--- config.mk ---
export PLATFORM = sky130hd
export DESIGN_NAME = interval_timer_bank
export DESIGN_NICKNAME = d
export VERILOG_FILES = /design/src/rtl/interval_timer_bank.sv
export SDC_FILE = /design/constraint.sdc
export NUM_CORES = 1
export LEC_CHECK = 0
export CAP_MARGIN = 25
export CORE_ASPECT_RATIO = 0.6
export CORE_UTILIZATION = 54
export DETAILED_ROUTE_END_ITERATION = 12
export GPL_TIMING_DRIVEN = 0
export HOLD_SLACK_MARGIN = 0.08
export PLACE_DENSITY = 0.84
export SLEW_MARGIN = 20
export SYNTH_ARGS = -nofsm -noshare
export SYNTH_HDL_FRONTEND = slang
export SYNTH_SLANG_ARGS = --single-unit
export TNS_END_PERCENT = 5
--- constraint.sdc ---
create_clock -name clk -period 1.8 [get_ports clk]
set_clock_uncertainty 0.2 [all_clocks]
set_input_delay 0.27 -clock clk [delete_from_list [all_inputs] [get_ports clk]]
set_output_delay 0.27 -clock clk [all_outputs]
set_load 0.01 [all_outputs]
--- src/rtl/interval_timer_bank.sv ---
// Bank of programmable interval durations (shadow/active pairs with guarded commit),
// registered active-value lookup and an integrated countdown timer with expiry pulse.
module interval_timer_bank #(
   parameter int NUM_INTERVALS = 4,
   parameter int SEL_W         = 2,
   parameter int VAL_W         = 4,
   parameter logic [NUM_INTERVALS*VAL_W-1:0] DEFAULT_VALUES = {4'd9, 4'd2, 4'd3, 4'd6}
) (
   input  logic             clk,
   input  logic             reset,
   input  logic             prog_we,
   input  logic [SEL_W-1:0] prog_sel,
   input  logic [VAL_W-1:0] prog_value,
   input  logic             prog_sync,
   output logic             commit_ack,
   input  logic [SEL_W-1:0] interval_code,
   output logic [VAL_W-1:0] value,
   input  logic             start,
   output logic             busy,
   output logic [VAL_W-1:0] count,
   output logic             expired
);

   typedef enum logic {ST_IDLE, ST_RUN} state_t;

   localparam logic [SEL_W:0] NUM_ENTRIES = (SEL_W+1)'(NUM_INTERVALS);

   state_t           state_q, state_d;
   logic [VAL_W-1:0] shadow_q [NUM_INTERVALS];
   logic [VAL_W-1:0] shadow_d [NUM_INTERVALS];
   logic [VAL_W-1:0] active_q [NUM_INTERVALS];
   logic [VAL_W-1:0] active_d [NUM_INTERVALS];
   logic [VAL_W-1:0] value_q, value_d;
   logic [VAL_W-1:0] count_q, count_d;
   logic             expired_q, expired_d;
   logic             commit_ack_q, commit_ack_d;
   logic             commit_pending_q, commit_pending_d;

   logic             code_ok;
   logic             sel_ok;
   logic             wr_ok;
   logic             commit_now;
   logic [VAL_W-1:0] active_sel;

   assign code_ok    = {1'b0, interval_code} < NUM_ENTRIES;
   assign sel_ok     = {1'b0, prog_sel} < NUM_ENTRIES;
   assign wr_ok      = prog_we && sel_ok && (prog_value != '0);
   // Commits are held off while counting so the running interval never sees a change.
   assign commit_now = (prog_sync || commit_pending_q) && (state_q == ST_IDLE);

   always_comb begin
      active_sel = '0;
      if (code_ok) begin
         active_sel = active_q[interval_code];
      end
   end

   genvar gi;
   generate
      for (gi = 0; gi < NUM_INTERVALS; gi++) begin : g_entry
         // Commit copies the pre-write shadow, so a same-edge write lands in shadow only.
         assign shadow_d[gi] = (wr_ok && prog_sel == SEL_W'(gi)) ? prog_value : shadow_q[gi];
         assign active_d[gi] = commit_now ? shadow_q[gi] : active_q[gi];
      end
   endgenerate

   always_comb begin
      commit_pending_d = commit_pending_q;
      if (commit_now) begin
         commit_pending_d = 1'b0;
      end else if (prog_sync) begin
         commit_pending_d = 1'b1;
      end
   end

   assign commit_ack_d = commit_now;
   assign value_d      = code_ok ? active_sel : value_q;

   always_comb begin
      state_d   = state_q;
      count_d   = count_q;
      expired_d = 1'b0;
      case (state_q)
         ST_IDLE: begin
            if (start && code_ok) begin
               state_d = ST_RUN;
               count_d = active_sel;
            end
         end
         ST_RUN: begin
            if (count_q <= VAL_W'(1)) begin
               state_d   = ST_IDLE;
               count_d   = '0;
               expired_d = 1'b1;
            end else begin
               count_d = count_q - VAL_W'(1);
            end
         end
         default: begin
            state_d = ST_IDLE;
            count_d = '0;
         end
      endcase
   end

   always_ff @(posedge clk or posedge reset) begin
      if (reset) begin
         for (int i = 0; i < NUM_INTERVALS; i++) begin
            shadow_q[i] <= DEFAULT_VALUES[i*VAL_W +: VAL_W];
            active_q[i] <= DEFAULT_VALUES[i*VAL_W +: VAL_W];
         end
         state_q          <= ST_IDLE;
         value_q          <= '0;
         count_q          <= '0;
         expired_q        <= 1'b0;
         commit_ack_q     <= 1'b0;
         commit_pending_q <= 1'b0;
      end else begin
         for (int i = 0; i < NUM_INTERVALS; i++) begin
            shadow_q[i] <= shadow_d[i];
            active_q[i] <= active_d[i];
         end
         state_q          <= state_d;
         value_q          <= value_d;
         count_q          <= count_d;
         expired_q        <= expired_d;
         commit_ack_q     <= commit_ack_d;
         commit_pending_q <= commit_pending_d;
      end
   end

   assign busy       = (state_q == ST_RUN);
   assign count      = count_q;
   assign expired    = expired_q;
   assign commit_ack = commit_ack_q;
   assign value      = value_q;

endmodule

==> run summary <==
count of warnings emitted by yosys -> 0
fillers -> 193
Die ar. -> 3660 um^2
GR Layer Usage met3 -> 6.60%
Final Util -> 75.5%
CP Data Arrival Time -> 1.29 ns
Post-layout nets -> 165
DR iter-0 viols -> 40
share of the synthesized area in the top cell type -> 40.8%
Seq/Total Area, Yosys -> 60.7%
# diodes -> 0
first-pass GRT wire length -> 5560 um
core area -> 3060 um^2
Fmax -> 569 MHz
Die Height -> 47.2 um
top cells by count, synth -> mux2_2, dfrtp_1, dfstp_2
Slew Viols, Final -> 0
clock buffer count from CTS -> 5
status -> complete, no violations
routed length per instance -> 17.8 um
final wirelength -> 3430 um
CTS tree -> built
remaining antenna violation count -> 0
layout cells sized above 1 -> 44.4%
min Tclk post-route -> 1.76 ns
DRT Pass-1 Iters -> 4
chip width -> 77.4 um
clock-pin slew on the worst setup and hold paths -> 0.08 ns
Crit path max-delay family -> buffers and inverters
largest net degree at the start of global routing -> 24
Post-synth EDFFs -> 0
final hold vios -> 0
Setup Viol. Count Final -> 0
synthesized flop and latch total -> 44
pwr dens -> 1610 nW/um^2
Power, Total -> 3720 uW
cell leakage power -> 0.000974 uW
FF-to-FF path depth -> 5
GRT busiest layer -> met2
Syn Inst Count -> 119
clk_lat worst skew -> 0.29 ns
syn nets -> 134
RSZ-0062 raised after global routing -> no
dpl hpwl -> 2500 um
Worst Tran Pin Value -> 0.520 ns
largest area contributor in the netlist -> dfrtp_1
initial antenna violation count -> 0
Remaining DRCs -> 0
M2 GR Usage -> 35.9%
Area Overhead vs Synth -> 25.4%
number of port buffers -> 22
Yosys cell types -> 24
total congestion overflow -> 0
worst relative slew slack -> 64.8%
worst path cell trace -> clkdlybuf4s50_1
top-level I/O count -> 24
cell area after synthesis -> 1840 um^2
worst path bufs/invs -> 1
vias in the first global route -> 1146
Worst R2R Setup Slack -> 0.04 ns
maximum vdd drop -> 0.916 mV
synth top area cells -> dfrtp_1, mux2_2, dfstp_2, mux4_1, inv_1
crit path max fanout -> 5
CTS max path bufs -> 2
slowest CP cell -> clkdlybuf4s50_1
CTS Hold Bufs -> 0
Rows -> 15
Worst EP required -> 1.33 ns
period utilization -> 97.6%
Reg-to-Reg End -> count[1]
Vias/cell -> 5.74
via count -> 1108
ys flop type -> dfrtp_1
RR Startpoint -> count[1]
Startpoint Class -> flop
top-count cell post-synth -> mux2_2
clock sinks -> 44
Synth async-reset ratio -> 100%
crit end category -> primary output
max cap viols -> 0
GP Congestion -> 0.831
Post-Syn Area per Cell -> 15.5 um^2
initial core utilization -> 60.2%
H-tree depth -> 2
worst hold-check path type -> in -> async
slowest stage delay, CP -> 0.57 ns
root buffer cell -> clkbuf_8
GR Util All Layers -> 21.7%
critical path class -> reg -> out
GRT met1 Usage -> 27.3%
area by class of cell:
type | count | area (um^2) | share of cell area, %
multi-input combinational | 65 | 723 | 31.3
inverter | 7 | 26.3 | 1.14
buffer | 3 | 12.5 | 0.542
clock buffer | 6 | 82.6 | 3.58
clock inverter | 2 | 38.8 | 1.68
tap | 42 | 52.6 | 2.28
timing repair buffer | 24 | 253 | 10.9
sequential | 44 | 1120 | 48.5
cells by family (layout without fill, tap and decap cells):
kind of cell	count (synthesis)	count (layout)	share of synthesized area, %
xor gates and xnor gates	1	1	0.476
and+or+nand+nor	13	13	3.80
buffers and inverters	10	42	2.11
AOI/OAI and AO/OA	11	11	5.10
DFF	44	44	60.7
adders and majority gates	2	2	1.36
muxes	38	38	26.4
registers in the layout (all words and copies together), names as in the netlist:
| signal | flops |
|---|---|
| value | 4 |
| expired | 1 |
| busy | 1 |
| shadow_q | 16 |
| count | 4 |
| active_q | 16 |
| commit_ack | 1 |
| commit_pending_q | 1 |
worst max-delay path by stage:
| stage | from | end | depth (start not counted) |
|---|---|---|---|
| floorplan | commit_pending_q | active_q[10] | 3 |
| global placement | prog_value[0] | shadow_q[4] | 4 |
| detailed placement | prog_value[3] | shadow_q[6] | 4 |
| CTS | prog_value[3] | shadow_q[1] | 4 |
| global route | count[1] | busy | 5 |
| finish | busy | busy | 1 |
power by group:
part	internal (uW)	total [uW]	switching, uW
logic	725	1230	506
registers	1470	1710	239
clock network	454	780	327
layer usage:
layer / vias up / routed length (um) / part of all wire, %
met2: 45 / 1570 / 46
met3: 10 / 186 / 5.4
li1: 498 / - / -
met1: 555 / 1600 / 47
met5: - / 0 / 0
met4: 0 / 78 / 2.3
worst register-to-register path, stage by stage (launching register included):
cell and delay, ns:
dfrtp_1 0.40, inv_1 0.13, ha_1 0.22, nor2_1 0.08, o311ai_0 0.37, o311ai_1 0.21
per-stage QoR:
stage	TNS, ns	area, um^2	hold WS, ns	instances	worst slack, ns
after floorplan	0	1840	0.187	119	0.209
after global placement	-25.01	2110	0.282	183	-0.510
after global routing	0	2310	0.177	193	0.0126
final	0	2310	0.130	193	0.0427
after detailed placement	-11.58	2140	0.289	184	-0.525
after CTS	-0.00579	2300	0.138	192	-0.00579
what timing repair did:
action                     CTS  global route
setup endpoints to repair   27             8
buffers inserted             0             1
resized for setup           11             3
pin swaps                    1             2
cell usage in the layout (no fill, tap or decap), types with 2 or more instances in the layout:
cell,count
dfrtp_2,2
o311ai_0,2
nor3_2,3
dlygate4sd2_1,4
nor2b_1,2
mux4_1,4
clkdlybuf4s50_1,17
clkbuf_8,6
clkbuf_1,2
inv_1,6
dfstp_2,14
mux2_2,33
a211oi_1,3
dfrtp_1,28
ha_1,2
nor2_1,3
No activity file was read; power rests on OpenSTA's default activity.
